[config.mk]
export PLATFORM = sky130hd
export DESIGN_NAME = alu_control_md_flat
export DESIGN_NICKNAME = d
export VERILOG_FILES = /design/src/rtl/alu_control_md_if.sv /design/src/rtl/alu_control_md.sv /design/src/flat_wrapper.sv
export SDC_FILE = /design/constraint.sdc
export NUM_CORES = 1
export LEC_CHECK = 0
export CAP_MARGIN = 0
export CORE_MARGIN = 10
export CORE_UTILIZATION = 55
export CTS_CLUSTER_DIAMETER = 40
export CTS_CLUSTER_SIZE = 8
export DETAILED_ROUTE_END_ITERATION = 6
export PLACE_DENSITY = 0.81
export SKIP_CTS_REPAIR_TIMING = 1
export SYNTH_ARGS = -nofsm -noshare
export SYNTH_HDL_FRONTEND = slang
export SYNTH_SLANG_ARGS = --single-unit
[constraint.sdc]
create_clock -name clk -period 9.25 [get_ports clk]
set_input_delay 1.3875 -clock clk [delete_from_list [all_inputs] [get_ports clk]]
set_output_delay 1.3875 -clock clk [all_outputs]
set_load 0.03 [all_outputs]
[src/rtl/alu_control_md_if.sv]
// EX-stage bus between the pipeline and the ALU control / mul-div block.
interface alu_control_md_if #(
  parameter int unsigned N          = 32,
  parameter int unsigned N_FN_FIELD = 6,
  parameter int unsigned N_ALU_CTRL = 4,
  parameter int unsigned N_ALU_OP   = 2
);
  logic                  valid;
  logic                  flush;
  logic [N_ALU_OP-1:0]   alu_op;
  logic [N_FN_FIELD-1:0] fn_field;
  logic [N-1:0]          rs_val;
  logic [N-1:0]          rt_val;
  logic [N_ALU_CTRL-1:0] alu_ctrl;
  logic [1:0]            result_sel;
  logic                  illegal;
  logic                  stall;
  logic                  md_busy;
  logic [N-1:0]          hi;
  logic [N-1:0]          lo;

  modport master (
    output valid, flush, alu_op, fn_field, rs_val, rt_val,
    input  alu_ctrl, result_sel, illegal, stall, md_busy, hi, lo
  );

  modport slave (
    input  valid, flush, alu_op, fn_field, rs_val, rt_val,
    output alu_ctrl, result_sel, illegal, stall, md_busy, hi, lo
  );
endinterface

[src/rtl/alu_control_md.sv]
// ALU control decoder plus radix-2 iterative multiply/divide engine owning HI/LO.
module alu_control_md #(
  parameter int unsigned N          = 32,
  parameter int unsigned N_FN_FIELD = 6,
  parameter int unsigned N_ALU_CTRL = 4,
  parameter int unsigned N_ALU_OP   = 2
) (
  input  logic             clk,
  input  logic             rst,
  alu_control_md_if.slave  bus
);

  localparam int unsigned CNT_W = $clog2(N + 1);
  localparam int unsigned ACC_W = 2 * N;

  localparam logic [N_FN_FIELD-1:0] FN_ADD   = N_FN_FIELD'(6'b100000);
  localparam logic [N_FN_FIELD-1:0] FN_ADDU  = N_FN_FIELD'(6'b100001);
  localparam logic [N_FN_FIELD-1:0] FN_SUB   = N_FN_FIELD'(6'b100010);
  localparam logic [N_FN_FIELD-1:0] FN_SUBU  = N_FN_FIELD'(6'b100011);
  localparam logic [N_FN_FIELD-1:0] FN_AND   = N_FN_FIELD'(6'b100100);
  localparam logic [N_FN_FIELD-1:0] FN_OR    = N_FN_FIELD'(6'b100101);
  localparam logic [N_FN_FIELD-1:0] FN_XOR   = N_FN_FIELD'(6'b100110);
  localparam logic [N_FN_FIELD-1:0] FN_NOR   = N_FN_FIELD'(6'b100111);
  localparam logic [N_FN_FIELD-1:0] FN_SLT   = N_FN_FIELD'(6'b101010);
  localparam logic [N_FN_FIELD-1:0] FN_SLTU  = N_FN_FIELD'(6'b101011);
  localparam logic [N_FN_FIELD-1:0] FN_SLL   = N_FN_FIELD'(6'b000000);
  localparam logic [N_FN_FIELD-1:0] FN_SRL   = N_FN_FIELD'(6'b000010);
  localparam logic [N_FN_FIELD-1:0] FN_SRA   = N_FN_FIELD'(6'b000011);
  localparam logic [N_FN_FIELD-1:0] FN_MFHI  = N_FN_FIELD'(6'b010000);
  localparam logic [N_FN_FIELD-1:0] FN_MTHI  = N_FN_FIELD'(6'b010001);
  localparam logic [N_FN_FIELD-1:0] FN_MFLO  = N_FN_FIELD'(6'b010010);
  localparam logic [N_FN_FIELD-1:0] FN_MTLO  = N_FN_FIELD'(6'b010011);
  localparam logic [N_FN_FIELD-1:0] FN_MULT  = N_FN_FIELD'(6'b011000);
  localparam logic [N_FN_FIELD-1:0] FN_MULTU = N_FN_FIELD'(6'b011001);
  localparam logic [N_FN_FIELD-1:0] FN_DIV   = N_FN_FIELD'(6'b011010);
  localparam logic [N_FN_FIELD-1:0] FN_DIVU  = N_FN_FIELD'(6'b011011);

  localparam logic [N_ALU_CTRL-1:0] C_AND  = N_ALU_CTRL'(4'b0000);
  localparam logic [N_ALU_CTRL-1:0] C_OR   = N_ALU_CTRL'(4'b0001);
  localparam logic [N_ALU_CTRL-1:0] C_ADD  = N_ALU_CTRL'(4'b0010);
  localparam logic [N_ALU_CTRL-1:0] C_XOR  = N_ALU_CTRL'(4'b0011);
  localparam logic [N_ALU_CTRL-1:0] C_SUB  = N_ALU_CTRL'(4'b0110);
  localparam logic [N_ALU_CTRL-1:0] C_SLT  = N_ALU_CTRL'(4'b0111);
  localparam logic [N_ALU_CTRL-1:0] C_SLTU = N_ALU_CTRL'(4'b1000);
  localparam logic [N_ALU_CTRL-1:0] C_SLL  = N_ALU_CTRL'(4'b1001);
  localparam logic [N_ALU_CTRL-1:0] C_SRL  = N_ALU_CTRL'(4'b1010);
  localparam logic [N_ALU_CTRL-1:0] C_SRA  = N_ALU_CTRL'(4'b1011);
  localparam logic [N_ALU_CTRL-1:0] C_NOR  = N_ALU_CTRL'(4'b1100);
  localparam logic [N_ALU_CTRL-1:0] C_BAD  = N_ALU_CTRL'(4'b1111);

  typedef enum logic [1:0] {S_IDLE, S_MUL, S_DIV} state_t;

  state_t                state_q, state_d;
  logic [CNT_W-1:0]      cnt_q;
  logic [ACC_W-1:0]      acc_q;
  logic [N-1:0]          opb_q;
  logic                  neg_res_q, neg_rem_q;
  logic [N-1:0]          hi_q, lo_q;

  logic [N_ALU_CTRL-1:0] ctrl_c;
  logic [1:0]            sel_c;
  logic                  illegal_c, md_class_c, is_mul_c, is_div_c, is_signed_c;
  logic                  is_mthi_c, is_mtlo_c;
  logic                  busy_c, step_c, done_c, issue_c, mt_ok_c;

  // Funct decode; md-class flags feed the stall and the engine issue logic.
  always_comb begin
    ctrl_c      = C_BAD;
    sel_c       = 2'b00;
    illegal_c   = 1'b0;
    md_class_c  = 1'b0;
    is_mul_c    = 1'b0;
    is_div_c    = 1'b0;
    is_signed_c = 1'b0;
    is_mthi_c   = 1'b0;
    is_mtlo_c   = 1'b0;
    if (!bus.alu_op[1]) begin
      ctrl_c = bus.alu_op[0] ? C_SUB : C_ADD;
    end else begin
      case (bus.fn_field)
        FN_ADD, FN_ADDU: ctrl_c = C_ADD;
        FN_SUB, FN_SUBU: ctrl_c = C_SUB;
        FN_AND:          ctrl_c = C_AND;
        FN_OR:           ctrl_c = C_OR;
        FN_XOR:          ctrl_c = C_XOR;
        FN_NOR:          ctrl_c = C_NOR;
        FN_SLT:          ctrl_c = C_SLT;
        FN_SLTU:         ctrl_c = C_SLTU;
        FN_SLL:          ctrl_c = C_SLL;
        FN_SRL:          ctrl_c = C_SRL;
        FN_SRA:          ctrl_c = C_SRA;
        FN_MFHI: begin
          ctrl_c = C_ADD; sel_c = 2'b01; md_class_c = 1'b1;
        end
        FN_MFLO: begin
          ctrl_c = C_ADD; sel_c = 2'b10; md_class_c = 1'b1;
        end
        FN_MTHI: begin
          ctrl_c = C_ADD; md_class_c = 1'b1; is_mthi_c = 1'b1;
        end
        FN_MTLO: begin
          ctrl_c = C_ADD; md_class_c = 1'b1; is_mtlo_c = 1'b1;
        end
        FN_MULT, FN_MULTU: begin
          ctrl_c = C_ADD; md_class_c = 1'b1; is_mul_c = 1'b1;
          is_signed_c = (bus.fn_field == FN_MULT);
        end
        FN_DIV, FN_DIVU: begin
          ctrl_c = C_ADD; md_class_c = 1'b1; is_div_c = 1'b1;
          is_signed_c = (bus.fn_field == FN_DIV);
        end
        default: illegal_c = 1'b1;
      endcase
    end
  end

  assign issue_c = bus.valid & !bus.flush & (is_mul_c | is_div_c);

  // FSM state register
  always_ff @(posedge clk) begin
    if (rst) state_q <= S_IDLE;
    else     state_q <= state_d;
  end

  // FSM next state
  always_comb begin
    state_d = state_q;
    case (state_q)
      S_IDLE: if (issue_c) state_d = is_mul_c ? S_MUL : S_DIV;
      S_MUL,
      S_DIV:  if (bus.flush || cnt_q == CNT_W'(1)) state_d = S_IDLE;
      default: state_d = S_IDLE;
    endcase
  end

  // FSM outputs
  always_comb begin
    busy_c  = (state_q != S_IDLE);
    step_c  = busy_c & !bus.flush;
    done_c  = step_c & (cnt_q == CNT_W'(1));
    mt_ok_c = bus.valid & !bus.flush & !busy_c;
  end

  // Operand magnitudes; unsigned ops pass raw operands through.
  logic          rs_neg_c, rt_neg_c;
  logic [N-1:0]  rs_mag_c, rt_mag_c;
  always_comb begin
    rs_neg_c = is_signed_c & bus.rs_val[N-1];
    rt_neg_c = is_signed_c & bus.rt_val[N-1];
    rs_mag_c = rs_neg_c ? -bus.rs_val : bus.rs_val;
    rt_mag_c = rt_neg_c ? -bus.rt_val : bus.rt_val;
  end

  // One radix-2 iteration: shift-add for MUL, restoring subtract for DIV.
  logic [N:0]       mul_sum_c, div_trial_c;
  logic [ACC_W-1:0] acc_step_c, prod_c;
  logic [N-1:0]     quo_c, rem_c, new_hi_c, new_lo_c;
  always_comb begin
    mul_sum_c   = {1'b0, acc_q[ACC_W-1:N]} + (acc_q[0] ? {1'b0, opb_q} : (N+1)'(0));
    div_trial_c = acc_q[ACC_W-1:N-1] - {1'b0, opb_q};
    if (state_q == S_MUL)
      acc_step_c = {mul_sum_c, acc_q[N-1:1]};
    else if (div_trial_c[N])
      acc_step_c = {acc_q[ACC_W-2:0], 1'b0};
    else
      acc_step_c = {div_trial_c[N-1:0], acc_q[N-2:0], 1'b1};

    prod_c = neg_res_q ? -acc_step_c : acc_step_c;
    quo_c  = acc_step_c[N-1:0];
    rem_c  = acc_step_c[ACC_W-1:N];
    if (state_q == S_MUL) begin
      new_hi_c = prod_c[ACC_W-1:N];
      new_lo_c = prod_c[N-1:0];
    end else begin
      new_hi_c = neg_rem_q ? -rem_c : rem_c;
      // Divide-by-zero: remainder already equals the latched dividend.
      new_lo_c = (opb_q == '0) ? '1 : (neg_res_q ? -quo_c : quo_c);
    end
  end

  // Engine datapath, counter and HI/LO
  always_ff @(posedge clk) begin
    if (rst) begin
      cnt_q     <= '0;
      acc_q     <= '0;
      opb_q     <= '0;
      neg_res_q <= 1'b0;
      neg_rem_q <= 1'b0;
      hi_q      <= '0;
      lo_q      <= '0;
    end else begin
      if (issue_c && !busy_c) begin
        acc_q     <= {N'(0), is_mul_c ? rt_mag_c : rs_mag_c};
        opb_q     <= is_mul_c ? rs_mag_c : rt_mag_c;
        neg_res_q <= rs_neg_c ^ rt_neg_c;
        neg_rem_q <= rs_neg_c;
        cnt_q     <= CNT_W'(N);
      end else if (step_c) begin
        acc_q <= acc_step_c;
        cnt_q <= cnt_q - CNT_W'(1);
      end else if (busy_c) begin
        cnt_q <= '0;
      end

      if (done_c) begin
        hi_q <= new_hi_c;
        lo_q <= new_lo_c;
      end else if (mt_ok_c) begin
        if (is_mthi_c) hi_q <= bus.rs_val;
        if (is_mtlo_c) lo_q <= bus.rs_val;
      end
    end
  end

  assign bus.alu_ctrl   = ctrl_c;
  assign bus.result_sel = sel_c;
  assign bus.illegal    = illegal_c;
  assign bus.stall      = bus.valid & md_class_c & busy_c;
  assign bus.md_busy    = busy_c;
  assign bus.hi         = hi_q;
  assign bus.lo         = lo_q;

endmodule

[src/flat_wrapper.sv]
// flat-port wrapper written by rule: the top's interface ports become plain ports
module alu_control_md_flat 
#(
  parameter int unsigned N          = 32,
  parameter int unsigned N_FN_FIELD = 6,
  parameter int unsigned N_ALU_CTRL = 4,
  parameter int unsigned N_ALU_OP   = 2
)
  (clk, rst, bus_valid, bus_flush, bus_alu_op, bus_fn_field, bus_rs_val, bus_rt_val, bus_alu_ctrl, bus_result_sel, bus_illegal, bus_stall, bus_md_busy, bus_hi, bus_lo);
  alu_control_md_if #(.N(N), .N_FN_FIELD(N_FN_FIELD), .N_ALU_CTRL(N_ALU_CTRL), .N_ALU_OP(N_ALU_OP)) bus_i ();
  input  logic clk;
  input  logic rst;
  input wire logic [$bits(bus_i.valid)-1:0] bus_valid;
  input wire logic [$bits(bus_i.flush)-1:0] bus_flush;
  input wire logic [$bits(bus_i.alu_op)-1:0] bus_alu_op;
  input wire logic [$bits(bus_i.fn_field)-1:0] bus_fn_field;
  input wire logic [$bits(bus_i.rs_val)-1:0] bus_rs_val;
  input wire logic [$bits(bus_i.rt_val)-1:0] bus_rt_val;
  output wire logic [$bits(bus_i.alu_ctrl)-1:0] bus_alu_ctrl;
  output wire logic [$bits(bus_i.result_sel)-1:0] bus_result_sel;
  output wire logic [$bits(bus_i.illegal)-1:0] bus_illegal;
  output wire logic [$bits(bus_i.stall)-1:0] bus_stall;
  output wire logic [$bits(bus_i.md_busy)-1:0] bus_md_busy;
  output wire logic [$bits(bus_i.hi)-1:0] bus_hi;
  output wire logic [$bits(bus_i.lo)-1:0] bus_lo;
  assign bus_i.valid = bus_valid;
  assign bus_i.flush = bus_flush;
  assign bus_i.alu_op = bus_alu_op;
  assign bus_i.fn_field = bus_fn_field;
  assign bus_i.rs_val = bus_rs_val;
  assign bus_i.rt_val = bus_rt_val;
  assign bus_alu_ctrl = bus_i.alu_ctrl;
  assign bus_result_sel = bus_i.result_sel;
  assign bus_illegal = bus_i.illegal;
  assign bus_stall = bus_i.stall;
  assign bus_md_busy = bus_i.md_busy;
  assign bus_hi = bus_i.hi;
  assign bus_lo = bus_i.lo;
  alu_control_md #(.N(N), .N_FN_FIELD(N_FN_FIELD), .N_ALU_CTRL(N_ALU_CTRL), .N_ALU_OP(N_ALU_OP)) u_core (.clk(clk), .rst(rst), .bus(bus_i));
endmodule
* Word level (Yosys, flattened, before mapping)
Index checks and enable logic that the tools add are counted.
** Operators by class
- Bitwise operators :: 11
- Add/subtract/negate cells :: 8
- Equal/unequal tests :: 25
- Reductions and logical operators :: 25
- Mux-type cells :: 47
** Operators by type and width (count)
- $mux W32 :: 18
- $mux W64 :: 3
- $neg A32 Y32 :: 4
- $neg A64 Y64 :: 1
- $eq A6 B6 Y1 const B :: 10
- $eq A6 B5 Y1 const B :: 8
- $pmux W4 S11 :: 1
- $add A32 B32 Y33 :: 1
- $sub A33 B32 Y33 :: 1
- $logic_not A32 Y1 :: 1
- $reduce_or A21 Y1 :: 1
- $mux W6 :: 3
- $mux W1 :: 13
- $eq A6 B2 Y1 const B :: 2
- $reduce_bool A2 Y1 :: 6
- $reduce_or A10 Y1 :: 1
- $reduce_or A2 Y1 :: 5
- $and A1 B1 Y1 :: 9
- $mux W2 :: 4
- $pmux W2 S2 :: 2
- $reduce_or A8 Y1 :: 1
- $eq A6 B1 Y1 const B :: 1
- $logic_not A6 Y1 :: 1
- $reduce_and A2 Y1 :: 3
- 14 further kinds :: 16
** Word-level totals
- Register bits :: 170
- Logic and storage cells :: 126
- Output and inout bits :: 73
- Input port bits :: 76

* Logic depth before layout (Yosys ltp)
- Word-level depth :: 8
- Depth in mapped cells :: 22
- Depth with buffers taken out :: 21

* Worst setup path before layout
OpenSTA, ideal clock, no wires.
- Path type :: register to register
- Start :: register u_core.acc_q[31]
- End :: register u_core.hi_q[28], in the netlist u_core.bus.hi[28]
- Setup slack :: 4.423 ns
- Setup time :: 0.086 ns
- Path buffers :: 1
- Data required time :: 9.164 ns
- Stages on the path, launching flop included :: 23
- Arrival time :: 4.741 ns
- Clock period less this slack :: 4.827 ns
- Cells stage by stage :: dfxtp_1 -> inv_1 -> ha_1 -> fa_1 -> nor2b_1 -> o311ai_4 -> a21o_2 -> a21boi_4 -> o21ai_2 -> nand2_1 -> clkbuf_1 -> nor2_1 -> a21oi_1 -> ha_1 -> nand2_1 -> or4_1 -> or3_1 -> and2_1 -> nor4b_1 -> a41oi_1 -> xor2_1 -> nor2_1 -> a211oi_1
** Between the ends
- Longest elaborated chain between the ends :: 7
- Elaborated cells on any way between the ends :: 9
- Those cells by class :: add/sub: 3; mux: 6
** Ends and longest elaborated chain
- start, declared :: RTL line alu_control_md.sv:55 : logic [ACC_W-1:0] acc_q;
- start signal, assigned :: RTL line alu_control_md.sv:193 : acc_q <= {N'(0), is_mul_c ? rt_mag_c : rs_mag_c};
- start signal, assigned :: RTL line alu_control_md.sv:199 : acc_q <= acc_step_c;
- $sub A33 B32 Y33 :: RTL line alu_control_md.sv:160 : div_trial_c = acc_q[ACC_W-1:N-1] - {1'b0, opb_q};
- $mux W64 :: RTL line alu_control_md.sv:163 : else if (div_trial_c[N])
- $mux W64 * :: RTL line alu_control_md.sv:161 : if (state_q == S_MUL)
- $neg A64 Y64 / $neg A32 Y32 (equally long branches) :: RTL line alu_control_md.sv:168, alu_control_md.sv:175
- $mux W64 / $mux W32 (equally long branches) :: RTL line alu_control_md.sv:168, alu_control_md.sv:175
- $mux W32 * :: RTL line alu_control_md.sv:171 : if (state_q == S_MUL) begin
- $mux W32 * :: RTL line alu_control_md.sv:205 : if (done_c) begin
- end signal, assigned :: RTL line alu_control_md.sv:206 : hi_q <= new_hi_c;
- end signal, assigned :: RTL line alu_control_md.sv:209 : if (is_mthi_c) hi_q <= bus.rs_val;
- end, declared :: RTL line alu_control_md.sv:58 : logic [N-1:0] hi_q, lo_q;
Every way passes the cells marked *; elsewhere a longest branch is shown, timed or not.
A chain may end at the register's enable or synchronous reset.

* Worst setup path after layout
- Start :: register u_core.acc_q[38]
- End :: register u_core.hi_q[28], in the netlist u_core.bus.hi[28]
Same word-level chain as after synthesis.

==> report_table.html <==
<table>
<tr><th>Metric</th><th>Value</th></tr>
<tr><th colspan="2">Worst setup path</th></tr>
<tr><td>Required time of the critical path</td><td>9620 ps</td></tr>
<tr><td>Cell-by-cell listing of the critical path</td><td>ha_1 &gt; a21o_1 &gt; a32oi_2 &gt; a21oi_1 &gt; o21ai_2 &gt; nand3_1 &gt; nand2_1 &gt; nor2_1 &gt; a21oi_1 &gt; ha_1 &gt; nand2_1 &gt; or4_1 &gt; or3_1 &gt; and2_1 &gt; nor4b_1 &gt; a41oi_1 &gt; xor2_1 &gt; nor2_1 &gt; a211oi_1</td></tr>
<tr><td>Reg2reg setup slack</td><td>2500 ps</td></tr>
<tr><td>Path type of the worst setup path</td><td>reg2reg</td></tr>
<tr><td>Worst Setup Start Kind</td><td>flop</td></tr>
<tr><td>Beginning of the worst register-to-register path</td><td>u_core.acc_q[38]</td></tr>
<tr><td>FF-to-FF End</td><td>u_core.bus.hi[28]</td></tr>
<tr><td>Worst Setup End Kind</td><td>flop</td></tr>
<tr><td>Slowest stage cell on the critical path</td><td>nand2_1</td></tr>
<tr><td>Largest fanout on the critical path</td><td>23</td></tr>
<tr><td>Worst reg2reg path depth</td><td>19</td></tr>
<tr><td>Largest stage delay, worst path</td><td>930 ps</td></tr>
<tr><td>Arrival time at the worst endpoint</td><td>7130 ps</td></tr>
<tr><th colspan="2">Logic synthesis</th></tr>
<tr><td>Portion of netlist area occupied by mux cells</td><td>6.558%</td></tr>
<tr><td>Share of synthesized registers carrying an async set or reset</td><td>0%</td></tr>
<tr><td>Yosys warns</td><td>0</td></tr>
<tr><td>Fraction of the mapped netlist area in adder cells</td><td>5.771%</td></tr>
<tr><td>Top FF cell, synth</td><td>dfxtp_1</td></tr>
<tr><td>Net Count, Synth</td><td>2478</td></tr>
<tr><td>Unique masters post-synth</td><td>111</td></tr>
<tr><td>Mean instance size in the synthesized netlist</td><td>7.174 µm²</td></tr>
<tr><td>Simple logic cell fraction of the synthesized area</td><td>25.99%</td></tr>
<tr><td>Area share of xor/xnor cells in the synthesized design</td><td>7.869%</td></tr>
<tr><td>Gate count of the mapped netlist</td><td>2327</td></tr>
<tr><td>Share of the yosys chip area belonging to registers</td><td>20.39%</td></tr>
<tr><td>Number of flops mapped to enable cells by yosys</td><td>0</td></tr>
<tr><td>#FFs+latches synth</td><td>170</td></tr>
<tr><td>Synth Area in Compound Gates</td><td>27.35%</td></tr>
<tr><td>Post-Synthesis Cell Area</td><td>0.01669 mm²</td></tr>
<tr><td>Dominant combinational cell family by area after synthesis</td><td>compound AO/OA/AOI/OAI gates</td></tr>
<tr><th colspan="2">Clock tree</th></tr>
<tr><td>CTS tree</td><td>yes</td></tr>
<tr><td>Count of clock tree sinks</td><td>170</td></tr>
<tr><td>TritonCTS Buffers</td><td>17</td></tr>
<tr><td># H-tree levels</td><td>4</td></tr>
<tr><td>Insertion delay to the later sink of the worst-skew pair</td><td>470 ps</td></tr>
<tr><td>Clock slew at the register clock pins of the worst setup and hold paths</td><td>80 ps</td></tr>
<tr><td>Clock root cell</td><td>clkbuf_16</td></tr>
<tr><td>Max Buffers Root-to-Sink</td><td>2</td></tr>
<tr><th colspan="2">STA</th></tr>
<tr><td>Number of setup violations in the final report</td><td>0</td></tr>
<tr><td>Portion of the clock cycle consumed by the worst path in the final layout</td><td>73.02%</td></tr>
<tr><td>Min setup slack post-route</td><td>2495 ps</td></tr>
<tr><td>Maximum clock rate</td><td>148.0 MHz</td></tr>
<tr><td>Shortest period the worst path allows</td><td>6755 ps</td></tr>
<tr><td>Total negative setup slack</td><td>0 ps</td></tr>
<tr><td>Maximum clock skew at final layout</td><td>18.01 ps</td></tr>
<tr><td>Hold Fails Final Rpt</td><td>0</td></tr>
<tr><td>RSZ-0062 raised after global routing</td><td>false</td></tr>
<tr><td>Worst relative slew slack</td><td>21.41%</td></tr>
<tr><td>Count of pins over their slew limit</td><td>0</td></tr>
<tr><td>Worst-Margin Slew</td><td>1164 ps</td></tr>
<tr><th colspan="2">Detailed routing</th></tr>
<tr><td>TritonRoute pass-1 iters</td><td>6</td></tr>
<tr><td>Avg Vias per Cell</td><td>6.741</td></tr>
<tr><td>Via total after detailed routing</td><td>18710</td></tr>
<tr><td>Drc violations</td><td>0</td></tr>
<tr><td>Final ANT Viol Nets</td><td>0</td></tr>
<tr><td>Detailed router's first-iteration violation count</td><td>2550</td></tr>
<tr><td>Per-cell routed wire length</td><td>25.16 µm</td></tr>
<tr><td>Wire length after detailed routing</td><td>69850 µm</td></tr>
<tr><th colspan="2">Global route</th></tr>
<tr><td>Sum of overflow across all layers after global routing</td><td>0</td></tr>
<tr><td>Vias in the first global route</td><td>17240</td></tr>
<tr><td>Overall fraction of global-route tracks in use</td><td>35.01%</td></tr>
<tr><td>Number of antenna violations at the first check in global routing</td><td>0</td></tr>
<tr><td>First-pass GRT wire length</td><td>104600 µm</td></tr>
<tr><td>Pin count of the biggest net entering global routing</td><td>92</td></tr>
<tr><th colspan="2">Floorplan</th></tr>
<tr><td>Height of the die</td><td>194.2 µm</td></tr>
<tr><td>Total I/O pin count</td><td>149</td></tr>
<tr><td>Area of the core</td><td>0.02980 mm²</td></tr>
<tr><td>Horizontal die dimension</td><td>194.2 µm</td></tr>
<tr><td>Total die area</td><td>0.03772 mm²</td></tr>
<tr><td>Initial core utilization</td><td>56.03%</td></tr>
<tr><td>Placement row count</td><td>63</td></tr>
<tr><th colspan="2">Place</th></tr>
<tr><td>Last weighted congestion value of the routability-driven placer</td><td>1.041</td></tr>
<tr><td>Count of buffers from port buffering</td><td>148</td></tr>
<tr><td>DP Area</td><td>0.01819 mm²</td></tr>
<tr><td>Post-detailed-placement half-perimeter wirelength</td><td>54030 µm</td></tr>
<tr><td>Setup Slack @ Placement</td><td>2831 ps</td></tr>
<tr><th colspan="2">Final layout</th></tr>
<tr><td>FILL cells</td><td>2787</td></tr>
<tr><td>Fraction of final layout cells with drive strength greater than 1</td><td>5.448%</td></tr>
<tr><td>Fin nets</td><td>2525</td></tr>
<tr><td>Layout-stage area growth over the synthesis result</td><td>12.40%</td></tr>
<tr><td>Post-route cell area</td><td>0.01877 mm²</td></tr>
<tr><td>Commonest cells after routing, fill and taps aside</td><td>nand2_1 (325), a21oi_1 (208), nor2_1 (208), dfxtp_1 (170), clkdlybuf4s50_1 (147)</td></tr>
<tr><td>Share of the core filled with cells</td><td>62.98%</td></tr>
<tr><td>Diodes inserted</td><td>0</td></tr>
<tr><td>Most common library cell in the layout ignoring fill and taps</td><td>nand2_1</td></tr>
<tr><th colspan="2">Power</th></tr>
<tr><td>Maximum ir drop on the vdd rail</td><td>0.0001426 V</td></tr>
<tr><td>Lkg Pwr</td><td>7.084 nW</td></tr>
<tr><td>Final Power</td><td>0.003467 W</td></tr>
<tr><td>Power Density</td><td>184.7 mW/mm²</td></tr>
<tr><th colspan="2">Flow run</th></tr>
<tr><td>Max_cap viols</td><td>0</td></tr>
<tr><th colspan="2">Min path</th></tr>
<tr><td>Hold Path End</td><td>u_core.opb_q[10]</td></tr>
<tr><td>Class of the tightest hold or removal check</td><td>reg2reg</td></tr>
<tr><td>Hold Path Depth</td><td>2</td></tr>
<tr><td>Hold wc startpoint</td><td>u_core.opb_q[10]</td></tr>
<tr><th colspan="2">Run status</th></tr>
<tr><td>Outcome</td><td>finished, final reports clean</td></tr>
</table>
routing by layer:
metal | wire length [µm] | GRT usage, %
met1 | 26770 | 42.74
met2 | 31760 | 56.10
met3 | 6268 | 5.273
met4 | 5049 | 23.11
met5 | 0 | 0
worst max path at each step:
stage          cells after the start                 to              from
6_report                          19  u_core.bus.hi[28]  u_core.acc_q[38]
5_1_grt                           19  u_core.bus.hi[26]  u_core.opb_q[23]
4_1_cts                           19  u_core.bus.hi[28]  u_core.acc_q[38]
3_5_place_dp                      19  u_core.bus.hi[26]   u_core.opb_q[7]
3_3_place_gp                      19  u_core.bus.hi[30]  u_core.opb_q[23]
2_1_floorplan                     22  u_core.bus.hi[28]  u_core.acc_q[31]
area by class of cell:
class | instances | area (µm²) | share of cell area, %
clock buffers | 17 | 425.4 | 2.267
clock inverters | 14 | 152.6 | 0.8134
inverters | 84 | 315.3 | 1.680
multi-input cells | 1928 | 12310 | 65.62
flip-flops and latches | 170 | 3403 | 18.14
well taps | 390 | 488.0 | 2.600
repair buffers | 173 | 1667 | 8.881
flip-flops by register name (all words and copies together), names as in the netlist:
register	cells
u_core.bus.hi	32
u_core.cnt_q	6
u_core.acc_q	64
u_core.neg_res_q	1
u_core.state_q	2
u_core.opb_q	32
u_core.neg_rem_q	1
u_core.bus.lo	32
power breakdown:
| group | internal, W | switching [W] |
|---|---|---|
| logic | 0.000636 | 0.00131 |
| clock network | 0.000382 | 0.000369 |
| registers | 0.000749 | 0.0000214 |
critical path, delay by kind of cell (launching register included):
kind | cells | cell delay, ps
AO/OA/AOI/OAI | 7 | 1780
XOR/XNOR | 1 | 210
adder cells (fa/ha/maj) | 2 | 660
flip-flops | 1 | 480
AND/OR/NAND/NOR | 9 | 3500
cells by family (layout without fill, tap and decap cells):
family	Yosys count	after routing
AOI/OAI and AO/OA	689	689
xor gates and xnor gates	150	150
adders and majority gates	76	76
buffers and inverters	229	288
DFF	170	170
muxes	108	108
and+or+nand+nor	905	905
synthesized netlist by cell type (all sizes together), types with 32 or more instances:
library cell,number,share of area (%)
nand2,326,7.3
ha,73,5.5
a221oi,34,1.8
buf,36,1.3
nor3,63,2.1
mux2i,97,5.8
inv,83,1.9
nor2,211,4.7
xor2,57,3.0
o211ai,49,2.2
o21ai,142,4.3
and2,47,1.8
clkbuf,109,2.9
xnor2,93,4.9
a21o,32,1.4
dfxtp,170,20
nand3,85,2.7
a21oi,211,6.4
a211oi,46,2.2
metrics by stage:
stage               cells  hold WS [ps]
finish               2776         471.2
global route         2776         501.8
CTS                  2776         470.4
detailed placement   2745         462.7
global placement     2745         453.6
floorplan            2327         440.3
(Power assumes the default switching activity.)
